## src/rtl/pc_branch_unit_pkg.sv

```systemverilog
// Shared types for the PC/branch stage: FSM states, op-select encoding and reset default.
package pc_branch_unit_pkg;

    typedef enum logic [1:0] {
        IDLE = 2'd0,
        RUN  = 2'd1,
        HALT = 2'd2
    } state_t;

    typedef enum logic [1:0] {
        OP_SEQ  = 2'd0,
        OP_JMP  = 2'd1,
        OP_CALL = 2'd2,
        OP_RET  = 2'd3
    } op_t;

    localparam int DEFAULT_RESET_VECTOR = 0;

    // Resolve the decoded control bits into one op; ret > call > taken jump > sequential.
    function automatic op_t decode_op(input logic is_ret, input logic is_call,
                                      input logic is_jump, input logic cond_met);
        if (is_ret)
            return OP_RET;
        else if (is_call)
            return OP_CALL;
        else if (is_jump && cond_met)
            return OP_JMP;
        else
            return OP_SEQ;
    endfunction

endpackage

```

## src/rtl/pc_ras_stack.sv

```systemverilog
// Circular return-address stack: push pre-increments the top pointer, pop reads then decrements.
module pc_ras_stack #(
    parameter int ADDR_W    = 16,
    parameter int RAS_DEPTH = 4
) (
    input  logic              clk,
    input  logic              rst_n,
    input  logic              push,
    input  logic              pop,
    input  logic [ADDR_W-1:0] push_data,
    output logic [ADDR_W-1:0] top,
    output logic              full,
    output logic              empty
);

    localparam int PTR_W = $clog2(RAS_DEPTH);
    localparam int CNT_W = $clog2(RAS_DEPTH + 1);

    logic [ADDR_W-1:0] mem [RAS_DEPTH];
    logic [PTR_W-1:0]  ptr_reg;
    logic [PTR_W-1:0]  ptr_inc;
    logic [CNT_W-1:0]  count_reg;

    assign ptr_inc = ptr_reg + 1'b1;
    assign full    = (count_reg == CNT_W'(RAS_DEPTH));
    assign empty   = (count_reg == '0);
    // Combinational read so a return can redirect the PC in the same step.
    assign top     = mem[ptr_reg];

    always_ff @(posedge clk or negedge rst_n) begin
        if (!rst_n) begin
            ptr_reg   <= '0;
            count_reg <= '0;
        end else if (push) begin
            ptr_reg <= ptr_inc;
            if (!full)
                count_reg <= count_reg + 1'b1;
        end else if (pop && !empty) begin
            ptr_reg   <= ptr_reg - 1'b1;
            count_reg <= count_reg - 1'b1;
        end
    end

    // A push into a full stack lands on the oldest entry because the pointer wraps.
    always_ff @(posedge clk) begin
        if (push)
            mem[ptr_inc] <= push_data;
    end

endmodule

```

## src/rtl/pc_branch_unit.sv

```systemverilog
// Program counter with jump/call/return resolution, RAS and IDLE/RUN/HALT control.
// Optional PC_BRANCH_COUNT_EN adds a saturating taken-redirect counter output.
module pc_branch_unit
    import pc_branch_unit_pkg::*;
#(
    parameter int ADDR_W       = 16,
    parameter int RESET_VECTOR = DEFAULT_RESET_VECTOR,
    parameter int RAS_DEPTH    = 4
) (
    input  logic              clk,
    input  logic              rst_n,
    input  logic              start,
    input  logic              step,
    input  logic              is_jump,
    input  logic              cond_met,
    input  logic              is_call,
    input  logic              is_ret,
    input  logic              halt_req,
    input  logic [ADDR_W-1:0] jump_target,
    output logic [ADDR_W-1:0] pc,
`ifdef PC_BRANCH_COUNT_EN
    output logic [15:0]       taken_count,
`endif
    output logic              running,
    output logic              jump_taken,
    output logic              ras_overflow,
    output logic              ras_underflow
);

    state_t            state_reg;
    logic [ADDR_W-1:0] pc_reg;
    logic [ADDR_W-1:0] pc_next;
    logic [ADDR_W-1:0] pc_plus1;
    logic              jump_taken_reg;
    logic              jump_taken_next;
    logic              overflow_reg;
    logic              underflow_reg;
    logic              underflow_set;
    logic              commit;
    op_t               op;

    logic              ras_push;
    logic              ras_pop;
    logic [ADDR_W-1:0] ras_top;
    logic              ras_full;
    logic              ras_empty;

    assign op       = decode_op(is_ret, is_call, is_jump, cond_met);
    assign commit   = (state_reg == RUN) && step;
    assign pc_plus1 = pc_reg + 1'b1;
    assign ras_push = commit && (op == OP_CALL);
    assign ras_pop  = commit && (op == OP_RET) && !ras_empty;

    pc_ras_stack #(
        .ADDR_W   (ADDR_W),
        .RAS_DEPTH(RAS_DEPTH)
    ) u_ras (
        .clk      (clk),
        .rst_n    (rst_n),
        .push     (ras_push),
        .pop      (ras_pop),
        .push_data(pc_plus1),
        .top      (ras_top),
        .full     (ras_full),
        .empty    (ras_empty)
    );

    always_comb begin
        pc_next         = pc_reg;
        jump_taken_next = 1'b0;
        underflow_set   = 1'b0;
        if (commit) begin
            case (op)
                OP_RET: begin
                    if (ras_empty) begin
                        underflow_set = 1'b1;
                    end else begin
                        pc_next         = ras_top;
                        jump_taken_next = 1'b1;
                    end
                end
                OP_CALL, OP_JMP: begin
                    pc_next         = jump_target;
                    jump_taken_next = 1'b1;
                end
                default: pc_next = pc_plus1;
            endcase
        end
    end

    always_ff @(posedge clk or negedge rst_n) begin
        if (!rst_n) begin
            state_reg      <= IDLE;
            pc_reg         <= ADDR_W'(RESET_VECTOR);
            jump_taken_reg <= 1'b0;
            overflow_reg   <= 1'b0;
            underflow_reg  <= 1'b0;
        end else begin
            pc_reg         <= pc_next;
            jump_taken_reg <= jump_taken_next;
            overflow_reg   <= overflow_reg | (ras_push & ras_full);
            underflow_reg  <= underflow_reg | underflow_set;
            case (state_reg)
                IDLE:    if (start) state_reg <= RUN;
                RUN:     if (halt_req || underflow_set) state_reg <= HALT;
                HALT:    state_reg <= HALT;
                default: state_reg <= IDLE;
            endcase
        end
    end

`ifdef PC_BRANCH_COUNT_EN
    always_ff @(posedge clk or negedge rst_n) begin
        if (!rst_n)
            taken_count <= '0;
        else if (jump_taken_reg && (taken_count != 16'hFFFF))
            taken_count <= taken_count + 1'b1;
    end
`endif

    assign pc            = pc_reg;
    assign running       = (state_reg == RUN);
    assign jump_taken    = jump_taken_reg;
    assign ras_overflow  = overflow_reg;
    assign ras_underflow = underflow_reg;

endmodule

```

## config.mk

```make
export PLATFORM = sky130hd
export DESIGN_NAME = pc_branch_unit
export DESIGN_NICKNAME = d
export VERILOG_FILES = /design/src/rtl/pc_branch_unit_pkg.sv /design/src/rtl/pc_ras_stack.sv /design/src/rtl/pc_branch_unit.sv
export SDC_FILE = /design/constraint.sdc
export NUM_CORES = 1
export LEC_CHECK = 0
export CAP_MARGIN = 20
export CORE_MARGIN = 3
export CORE_UTILIZATION = 51
export DETAILED_ROUTE_END_ITERATION = 16
export GPL_ROUTABILITY_DRIVEN = 0
export GPL_TIMING_DRIVEN = 0
export PLACE_DENSITY = 0.87
export SYNTH_ARGS = -nofsm -noshare
export SYNTH_HDL_FRONTEND = slang
export SYNTH_HIERARCHICAL = 1
export SYNTH_SLANG_ARGS = --single-unit
```

## constraint.sdc

```tcl
create_clock -name clk -period 2.33 [get_ports clk]
set_input_delay 0.5825 -clock clk [delete_from_list [all_inputs] [get_ports clk]]
set_output_delay 0.5825 -clock clk [all_outputs]
set_load 0.01 [all_outputs]
```

### After elaboration in Yosys (flattened, before gate mapping)

Memories as Yosys holds them, arrays and structs flattened.
Cells that the tools add are included.

| word-level totals | value |
|---|---|
| bits in registers | 26 |
| RAM bits | 64 |
| input bits | 25 |
| output and inout bits | 20 |
| logic and storage cells | 62 |
| memories | 1 |

Memories:

| name | depth | width | rd ports | clocked after Yosys merged registers in | write ports | RTL line | text |
|---|---|---|---|---|---|---|---|
| u_ras.mem | 4 | 16 | 1 | 0 | 1 | pc_ras_stack.sv:19 | `logic [ADDR_W-1:0] mem [RAS_DEPTH];` |

| cells by class | value |
|---|---|
| $add $sub $neg | 5 |
| equality and inequality tests | 10 |
| mux-type cells | 21 |
| bitwise operators | 3 |
| reduce and logical (&&, ||, !) cells | 15 |

Operators by type and width:

| cell | count |
|---|---|
| $pmux W16 S2 | 1 |
| $add A16 B1 Y16 const B | 1 |
| $mux W16 | 1 |
| $mux W2 | 6 |
| $mux W3 | 3 |
| $mux W1 | 8 |
| $eq A2 B2 Y1 const B | 3 |
| $logic_and A1 B1 Y1 | 6 |
| $ne A2 B2 Y1 const B | 3 |
| $pmux W2 S3 | 1 |
| $reduce_and A2 Y1 | 3 |
| $eq A2 B1 Y1 const B | 2 |
| $add A3 B1 Y3 const B | 1 |
| $eq A3 B3 Y1 const B | 1 |
| $logic_not A3 Y1 | 1 |
| $sub A3 B1 Y3 const B | 1 |
| $add A2 B1 Y2 const B | 1 |
| $logic_not A2 Y1 | 1 |
| $ne A2 B1 Y1 const B | 1 |
| $or A1 B1 Y1 | 2 |
| $pmux W1 S2 | 1 |
| $reduce_bool A2 Y1 | 1 |
| $reduce_or A2 Y1 | 1 |
| $sub A2 B1 Y2 const B | 1 |
| other kinds (3) | 3 |

### Logic depth before layout (Yosys ltp)

Gate-level depths: netlist (run 1).

| logic depth | value |
|---|---|
| depth after elaboration | 10 |
| gate-level depth with buffers | 9 |
| mapped depth without buffers | 9 |

### By module

Netlist (run 1), hierarchy kept.

By module, submodules not included:

| module | instances | cells an instance | area an instance (um^2) | seq. area each (um^2) |
|---|---|---|---|---|
| pc_ras_stack | 1 | 127 | 2742.6 | 2047.0 |
| pc_branch_unit | 1 | 195 | 1666.6 | 525.5 |

### Worst setup path before layout (run 1)

OpenSTA, ideal clock, no wires.

| timing | value |
|---|---|
| kind | input to register |
| start | input port is_call |
| end | register u_ras.ptr_reg[1] |
| library setup time | 125 ps |
| data arrival time | 2239 ps |
| data required time | 2205 ps |
| setup slack | -33 ps |
| stages | 9 |
| path buffers | 2 |
| cell sequence | inv_1 -> a31o_2 -> ha_1 -> clkbuf_1 -> clkbuf_1 -> and3_1 -> o31a_1 -> mux2i_1 -> mux2_2 |

| on the way | value |
|---|---|
| cells in the longest elaborated chain, start to end | 7 |
| elaborated cells between the ends (all ways) | 10 |
| those cells by class | 2 x eq/ne; 3 x mux; 5 x reduce/logical |

Ends and longest elaborated chain:

| item | RTL line | text |
|---|---|---|
| start, declared | pc_branch_unit.sv:16 | `input logic is_call,` |
| $mux W2 | pc_branch_unit_pkg.sv:24 | `else if (is_call)` |
| $mux W2 | pc_branch_unit_pkg.sv:22 | `if (is_ret)` |
| $eq A2 B2 Y1 | pc_branch_unit.sv:52 | `assign ras_pop = commit && (op == OP_RET) && !ras_empty;` |
| $logic_and A1 B1 Y1 (2 in series) | pc_branch_unit.sv:52 |  |
| net ras_pop | pc_branch_unit.sv:43 | `logic ras_pop;` |
| $logic_and A1 B1 Y1 | pc_ras_stack.sv:38 | `end else if (pop && !empty) begin` |
| $reduce_bool A2 Y1 (no line) | -- |  |
| end signal, assigned | pc_ras_stack.sv:35 | `ptr_reg <= ptr_inc;` |
| end signal, assigned | pc_ras_stack.sv:39 | `ptr_reg <= ptr_reg - 1'b1;` |
| end, declared | pc_ras_stack.sv:20 | `logic [PTR_W-1:0] ptr_reg;` |

The timed path passes the listed nets, and every way through them passes these cells.
A chain may end at the register's enable or synchronous reset.

### Worst setup path in the final report (run 1)

| timing | value |
|---|---|
| start | input port step |
| end | register u_ras.count_reg[2] |

| on the way | value |
|---|---|
| elaborated cells between the ends (all ways) | 9 |
| those cells by class | 1 x eq/ne; 1 x mux; 7 x reduce/logical |

RTL lines:

| item | RTL line | text |
|---|---|---|
| start, declared | pc_branch_unit.sv:13 | `input logic step,` |
| $logic_and A1 B1 Y1 (*) | pc_branch_unit.sv:49 | `assign commit = (state_reg == RUN) && step;` |
| $logic_and A1 B1 Y1 (*) | pc_branch_unit.sv:51 | `assign ras_push = commit && (op == OP_CALL);` |
| net ras_push | pc_branch_unit.sv:42 | `logic ras_push;` |
| $ne A2 B2 Y1 (no line) or $reduce_bool A2 Y1 (tied branches) | -- |  |
| $reduce_and A2 Y1 (no line) | -- |  |
| end signal, assigned | pc_ras_stack.sv:37 | `count_reg <= count_reg + 1'b1;` |
| end signal, assigned | pc_ras_stack.sv:40 | `count_reg <= count_reg - 1'b1;` |
| end, declared | pc_ras_stack.sv:22 | `logic [CNT_W-1:0] count_reg;` |

Mark *: on every way through the listed nets, which the timed path passes. The rest lies on a longest branch.

==> qor.csv, run 1 <==
stage,metric,value,unit
critical_path,crit_path_max_fanout,5,
yosys,synth_edf_count,64,
detailed_routing,via_per_inst,6.36,
yosys,synthCells,322,
clock_tree,cts_inserted_buffers,9,
final_layout,drive_gt1_share,17.8,%
timing,setup_violations,0,
grt,grt_pass1_wl,17.0,mm
final_layout,largest_reg_flops,64,
final_layout,area_growth,21.1,%
timing,max_freq,445,MHz
placed_design,dpl.hpwl,7.00,mm
detailed_routing,postRouteAntennaNets,0,
critical_path,critPathRequiredTime,2.61,ns
timing,slew_viol_final,0,
detailed_routing,post_drt_wl_per_cell,21.9,µm
yosys,syn_area_per_cell,13.7,µm²
floorplan,core-area,8300,µm²
yosys,synth-seq-area-share,58.3,%
floorplan,die_width,99.0,µm
clock_tree,root_buffer,clkbuf_8,
critical_path,end_kind,register,
final_layout,n_antenna_cell,0,
clock_tree,cts.path.max_buffers,2,
detailed_routing,post-route-drc-count,0,
run_status,outcome,"finished, final reports clean",
power,peakVddDrop,0.000688,V
grt,grt_usage,22.7,%
clock_tree,cts_tree,done,
floorplan,num_rows,33,
timing,setup_slack,0.0836,ns
grt,grt_pass1_vias,3192,
yosys,synth_seq_cells,90,
yosys,synth_top_flop_cell,edfxtp_1,
grt,grt_max_degree,20,
clock_tree,clock_latency,0.36,ns
placed_design,dp_slack,-0.874,ns
critical_path,cp.arrival,2.53,ns
timing,hold_viol,0,
timing,slew_headroom,68.8,%
power,cellPowerDensity,1050,nW/µm²
timing,period_share,96.4,%
placed_design,port_buffers,44,
critical_path,startpoint_type,input port,
timing,tightest_slew,0.464,ns
yosys,synthArstFlopShare,28.9,%
yosys,netlist_area,4410,µm²
timing,whs,0.470,ns
critical_path,reg2reg_setup_slack,0.16,ns
floorplan,pin_count,45,
final_layout,num-nets-final,412,
critical_path,crit_type,in2reg,
floorplan,dieArea,9800,µm²
yosys,synthDistinctLibCells,46,
yosys,yosys_warnings,6,
timing,clock_skew,0.0159,ns
detailed_routing,drtIter0Drc,349,
clock_tree,cts_num_sinks,90,
min_path,min_path_type,reg2reg,
clock_tree,h-tree-depth,3,
floorplan,start_util,53.1,%
detailed_routing,drt-total-wl,10.7,mm
job,cap_violations,0,
grt,grt_overflow,0,
detailed_routing,drtPass1Iterations,6,
power,cellLeakagePower,1.94,nW
yosys,syn-num-nets,357,
floorplan,die_height,99.0,µm
clock_tree,path_clk_slew,0.10,ns
clock_tree,hold_buffers,0,
timing,layout_min_cycle_time,2.25,ns
grt,antenna_found_initial,0,
detailed_routing,vias,3098,
final timing paths:
path,end,cells past startpoint,start
worst max-delay path,u_ras/count_reg[2],7,step
worst min-delay path,ras_overflow,1,ras_overflow
worst max register to register,u_ras/count_reg[2],8,state_reg[1]
worst min register to register,ras_overflow,1,ras_overflow
max in group asynchronous,pc[10],2,rst_n
min in group asynchronous,ras_overflow,1,rst_n
power breakdown:
group	switching, mW	internal [mW]	leakage, nW
clock network	0.583	0.518	0.107
registers	0.296	2.10	0.904
logic	1.07	1.01	0.932
through the flow:
step | instances | power, mW | setup TNS (ns) | area (µm²) | util, %
detailed placement | 472 | 4.40 | -71.08 | 5010 | 60.4
CTS | 487 | 5.55 | -0.0484 | 5300 | 63.8
global placement | 471 | 4.29 | -65.65 | 4980 | 60.0
finish | 487 | 5.58 | 0 | 5340 | 64.3
floorplan | 322 | 3.64 | 0 | 4410 | -
global route | 487 | 5.90 | -0.0223 | 5340 | 64.3
synthesized netlist by cell type, drive strengths merged (2+ instances only):
master	n	area [µm²]
edfxtp	64	1920
dfrtp	26	651
nor2	17	63.8
mux4	16	390
inv	15	56.3
nand2	14	52.6
a21oi	13	65.1
a221oi	13	114
clkbuf	12	46.3
mux2i	11	110
nand3	10	55.1
buf	9	65.1
ha	9	113
nand4	9	71.3
o21ai	9	45.0
nor3	8	40.0
xnor2	8	70.1
xor2	8	70.1
and2	7	43.8
nand2b	7	43.8
a211oi	5	37.5
nor4	5	50.1
a21o	3	22.5
a221o	3	30.0
o22ai	3	18.8
a22o	2	17.5
a22oi	2	15.0
mux2	2	22.5
o21a	2	15.0
or3	2	12.5
per-layer routing:
metal / track usage, % / wire [µm] / part of all wire, %
met3: 6.58 / 890 / 8.3
met2: 36.5 / 5310 / 50
met4: 6.83 / 209 / 2.0
met5: 0 / 0 / 0
met1: 30.3 / 4260 / 40
layout make-up:
| class | count | area, µm² |
|---|---|---|
| Tap cell | 105 | 131 |
| Multi-Input combinational cell | 196 | 1720 |
| Clock buffer | 9 | 124 |
| Sequential cell | 90 | 2570 |
| Inverter | 15 | 56.3 |
| Buffer | 19 | 166 |
| Clock inverter | 7 | 85.1 |
| Timing Repair Buffer | 46 | 480 |
| Fill cell | 602 | 2960 |
critical path, stage by stage:
cell and delay [ns]:
clkdlybuf4s50_1 0.51, nand2_2 0.16, nor3_4 0.21, inv_1 0.13, fa_2 0.43, or3_1 0.37, a22oi_1 0.13
what timing repair did:
action | in CTS | in global routing
buffers inserted | 0 | 1
resized for setup | 30 | 17
pin swaps | 1 | 2
setup endpoints to repair | 86 | 34
logic make-up after synthesis:
| logic type | after synthesis | synth area share (%) |
|---|---|---|
| compound gates | 59 | 9.45 |
| xor+xnor | 16 | 3.18 |
| fa+ha+maj | 10 | 3.01 |
| simple gates | 82 | 10.4 |
| buf+inv | 36 | 3.80 |
| flops | 90 | 58.3 |
| mux | 29 | 11.9 |
layout by cell type (no fill, tap or decap), drive strengths merged, types with 7 or more instances in the layout:
master / instances
xor2: 8
nor2: 17
nand2b: 7
nand4: 9
mux2i: 11
a21oi: 13
a221oi: 13
dfrtp: 26
mux4: 16
edfxtp: 64
nand3: 10
ha: 9
buf: 12
xnor2: 8
inv: 19
clkdlybuf4s50: 42
and2: 7
nand2: 14
nor3: 8
clkbuf: 18
o21ai: 9
No activity file was read; power rests on OpenSTA's default activity.
==> run 2: changes to the inputs <==
--- a/config.mk
+++ b/config.mk
@@ -10,7 +10,6 @@
 export CORE_UTILIZATION = 51
 export DETAILED_ROUTE_END_ITERATION = 16
 export GPL_ROUTABILITY_DRIVEN = 0
-export GPL_TIMING_DRIVEN = 0
 export PLACE_DENSITY = 0.87
 export SYNTH_ARGS = -nofsm -noshare
 export SYNTH_HDL_FRONTEND = slang
==> run 2 against run 1 <==
Non-clock buffer count up 15. Clock power down 11%. Largest power group unchanged. Wire length shrank 6.9%. Highest routed layer unchanged.
==> qor.csv, run 2 (synthesized netlist as in run 1, its figures left out) <==
stage,metric,value,unit
power,power,5.40,mW
final_layout,layout_common_cells,"edfxtp_1 (64), clkdlybuf4s50_1 (44), buf_4 (31)",
placed_design,dpl.hpwl,6.94,mm
power,cellPowerDensity,1000,nW/µm²
detailed_routing,drtPass1Iterations,4,
detailed_routing,vias,3046,
floorplan,die_height,99.0,µm
final_layout,largest_reg_flops,64,
critical_path,slowest_delay,0.48,ns
clock_tree,cts.path.max_buffers,2,
floorplan,dieArea,9800,µm²
final_layout,num-nets-final,427,
grt,grt_usage,21.3,%
timing,setup_slack,0.0775,ns
floorplan,num_rows,33,
clock_tree,cts_tree,done,
critical_path,startpoint_type,input port,
job,cap_violations,0,
timing,rsz0062_at_grt,no,
timing,slew_viol_final,0,
placed_design,port_buffers,44,
final_layout,final_cells,502,
clock_tree,cts_setup_buffers,0,
floorplan,die_width,99.0,µm
critical_path,cp_slowest_cell,clkdlybuf4s50_1,
final_layout,area_growth,22.3,%
floorplan,core-area,8300,µm²
grt,grt_pass1_vias,3099,
timing,layout_min_cycle_time,2.25,ns
timing,max_freq,444,MHz
clock_tree,root_buffer,clkbuf_8,
timing,clock_skew,0.0106,ns
final_layout,fin_area,5390,µm²
timing,tightest_slew,0.466,ns
clock_tree,cts_num_sinks,90,
placed_design,dp_slack,-0.267,ns
detailed_routing,postRouteAntennaNets,0,
timing,fin_tns_setup,0,ns
final_layout,final_common_cell,edfxtp_1,
placed_design,placed_area,5200,µm²
final_layout,fill_cells,596,
detailed_routing,drt-total-wl,9.93,mm
grt,grt_pass1_wl,16.0,mm
power,cellLeakagePower,1.98,nW
timing,hold_viol,0,
clock_tree,path_clk_slew,0.09,ns
grt,antenna_found_initial,0,
floorplan,start_util,53.1,%
critical_path,crit_chain,"clkdlybuf4s50_1, inv_1, a31o_2, ha_2, and2_1, nor2_1, buf_4, o21ai_0, a311oi_1",
final_layout,n_antenna_cell,0,
detailed_routing,post-route-drc-count,0,
timing,slew_headroom,68.7,%
critical_path,crit_path_max_fanout,17,
final_layout,drive_gt1_share,18.1,%
detailed_routing,post_drt_wl_per_cell,19.8,µm
clock_tree,h-tree-depth,3,
critical_path,critPathRequiredTime,2.59,ns
clock_tree,clock_latency,0.36,ns
critical_path,crit_type,in2reg,
detailed_routing,via_per_inst,6.07,
critical_path,cp.arrival,2.51,ns
critical_path,end_kind,register,
power,peakVddDrop,0.000692,V
clock_tree,cts_inserted_buffers,9,
final_layout,fin_util,65.0,%
timing,setup_violations,0,
detailed_routing,drtIter0Drc,224,
min_path,min_path_type,reg2reg,
placed_design,placed_cells,486,
run_status,outcome,"finished, final reports clean",
critical_path,cp_top_family,buffers and inverters,
critical_path,path_buf_inv,3,
grt,grt_max_degree,27,
timing,period_share,96.7,%
grt,grt_overflow,0,
floorplan,pin_count,45,
timing,whs,0.465,ns
==> run 2: area by class of cell <==
| type | count | area [µm²] | area share (%) |
|---|---|---|---|
| Multi-Input combinational cell | 196 | 1680 | 31.2 |
| Tap cell | 105 | 131 | 2.44 |
| Sequential cell | 90 | 2570 | 47.7 |
| Clock inverter | 6 | 50.0 | 0.928 |
| Clock buffer | 10 | 128 | 2.37 |
| Timing Repair Buffer | 80 | 773 | 14.3 |
| Inverter | 15 | 56.3 | 1.04 |
==> run 2: path summary, 6_finish.rpt <==
kind / start / end / slack [ns] / cells after the start
max: is_call / pc[12] / 0.08 / 9
min: ras_overflow / ras_overflow / 0.46 / 1
max reg2reg: pc[0] / pc[12] / 0.21 / 5
min reg2reg: ras_overflow / ras_overflow / 0.46 / 1
max in group asynchronous: rst_n / pc[1] / 1.46 / 2
min in group asynchronous: rst_n / u_ras/count_reg[0] / 0.59 / 2
==> run 2: metal layers <==
layer	vias up	part of all wire, %	track usage, %
met5	-	0	0
met2	109	51	34.2
met1	1543	42	29.5
met3	12	5.8	3.75
li1	1382	-	-
met4	0	0.98	7.56
==> run 2: worst register-to-register path: stages (launching register included) <==
cell,delay [ns]
dfrtp_1,0.47
ha_1,0.29
nand2_1,0.22
or4_4,0.60
nor4_1,0.31
a311oi_1,0.10
==> run 2: what timing repair did <==
item | CTS | global route
hold buffers | 0 | 0
gates resized for setup | 0 | 3
endpoints found under the setup margin | 0 | 2
==> run 2: power breakdown <==
group | leakage, nW | switching [mW] | internal (mW)
clock network | 0.0892 | 0.575 | 0.403
registers | 0.904 | 0.352 | 2.10
logic | 0.982 | 0.955 | 1.02
total | 1.98 | 1.88 | 3.52
==> RTL edit, RTL diff (settings of run 1) <==
Register the output `ras_overflow` once more, with the module's reset; this adds one clock of latency there. The other outputs are not delayed to match.
--- a/src/rtl/pc_branch_unit.sv
+++ b/src/rtl/pc_branch_unit.sv
@@ -121,7 +121,13 @@
     assign pc            = pc_reg;
     assign running       = (state_reg == RUN);
     assign jump_taken    = jump_taken_reg;
-    assign ras_overflow  = overflow_reg;
+    always_ff @(posedge clk or negedge rst_n) begin
+        if (!rst_n) begin
+            ras_overflow <= '0;
+        end else begin
+            ras_overflow <= overflow_reg;
+        end
+    end
     assign ras_underflow = underflow_reg;
 
 endmodule
Behaviour: not the same (Yosys sat finds a counterexample within 10 cycles, from zero or initial values and one cycle with rst_n low).
==> RTL edit against run 1 <==
  * Power rose by 3.0%
  * Clock power grew 15%
  * Clock skew down 0.0069 ns
  * Area after synthesis up 0.60%
  * Design area increased by 0.54%
  * Wire length down 1.5%
  * Sequential cell count grew 1
  * Critical path depth rose by 2
  * Worst setup slack worse by 0.012 ns
  * Cell count increased by 0.41%
  * Largest power group unchanged
  * Highest routed layer unchanged
==> RTL edit: results (changes against run 1) <==
stage	metric	value	unit	change
timing	Setup Skew	0.00899	ns	was 0.0159 ns
worst_hold_path	hold path depth	0		was 1
clocking	clock sinks	91		was 90
final_layout	non-clock buffer count	66		was 65
pwr	leakage	0.00196	uW	was 0.00194 uW
final_layout	NonClk Buf Share	0.117		was 0.121
routing	drt wl/cell	21.5	um	was 21.9 um
routing	DR WL met3	736	um	was 890 um
final_layout	Final #Nets	414		was 412
pwr	VDD IR max	0.000510	V	was 0.000688 V
worst_setup_path	Worst path max stage delay	0.47	ns	was 0.51 ns
worst_setup_path	top cell family by delay on the critical path	buffers and inverters		was simple AND/OR/NAND/NOR gates
final_layout	fillcell total	606		was 602
routing	vias per inst	6.20		was 6.36
yosys	syn_nets	358		was 357
yosys	post-synthesis mux area share	0.118		was 0.119
worst_setup_path	Worst setup endpoint	u_ras/ptr_reg[1]		was u_ras/count_reg[2]
clocking	Resize count post-CTS	28		was 30
worst_setup_path	flop-to-flop setup slack	0.25	ns	was 0.16 ns
yosys	most frequent cells after synthesis	64 x edfxtp_1, 27 x dfrtp_1, 17 x nor2_1		was 64 x edfxtp_1, 26 x dfrtp_1, 17 x nor2_1
yosys	synth top area cells	edfxtp_1 43%, dfrtp_1 15%, mux4_1 4.7%		was edfxtp_1 44%, dfrtp_1 15%, mux4_1 4.8%
yosys	Post-Synth XOR/XNOR Area	0.0316		was 0.0318
final_layout	share of cells above drive strength 1	0.182		was 0.178
global_routing	grt met2 use	0.346		was 0.365
global_routing	vias in the first global route	2988		was 3192
final_layout	register share of the cell area	0.484		was 0.482
timing	slew margin rel.	0.467		was 0.688
final_layout	Clock buf/inv share	0.0445		was 0.0391
worst_setup_path	CP startpoint	cond_met		was step
yosys	Post-Synth Adder-Cell Area	0.0299		was 0.0301
placement	Post-DP HPWL	6990	um	was 7000 um
global_routing	M1 GR Usage	0.301		was 0.303
clocking	setup bufs post-CTS	1		was 0
worst_hold_path	HP Start	overflow_reg		was ras_overflow
routing	DRT met1 WL	4400	um	was 4260 um
outcome	status	complete, no violations		unchanged
routing	WL met2	5200	um	was 5310 um
worst_setup_path	Worst Path Arrival	2.50	ns	was 2.53 ns
routing	drt first-iter violations	277		was 349
worst_setup_path	CP Max Fanout	10		was 5
die	Die Area	9850	um^2	was 9800 um^2
global_routing	largest net degree at the start of global routing	17		was 20
yosys	Seq/Total Area, Yosys	0.586		was 0.583
-- RTL edit: changes by cell type in the layout (fill, tap and decap cells not counted), sizes merged, moves of 2 or more --
cell	run 1	this run
clkbuf	18	14
buf	12	17
inv	19	16
bufinv	1	3
-- RTL edit: through the flow --
| stage | area [um^2] | cells | hold slack (ns) | worst slack [ns] | TNS (ns) |
|---|---|---|---|---|---|
| global route | 5370 | 489 | 0.406 | 0.0400 | 0 |
| floorplan | 4440 | 323 | 0.287 | 0.0128 | 0 |
| detailed placement | 5020 | 473 | 0.371 | -0.956 | -75.38 |
| finish | 5370 | 489 | 0.383 | 0.0712 | 0 |
| global placement | 5010 | 472 | 0.362 | -0.838 | -67.03 |
| CTS | 5330 | 488 | 0.390 | 0.00197 | 0 |
-- RTL edit: where the power goes --
part | switching (uW) | total [uW] | internal [uW]
Sequential | 291 | 2410 | 2120
Clock | 563 | 1270 | 711
Combinational | 1060 | 2070 | 1010
Total | 1910 | 5750 | 3840
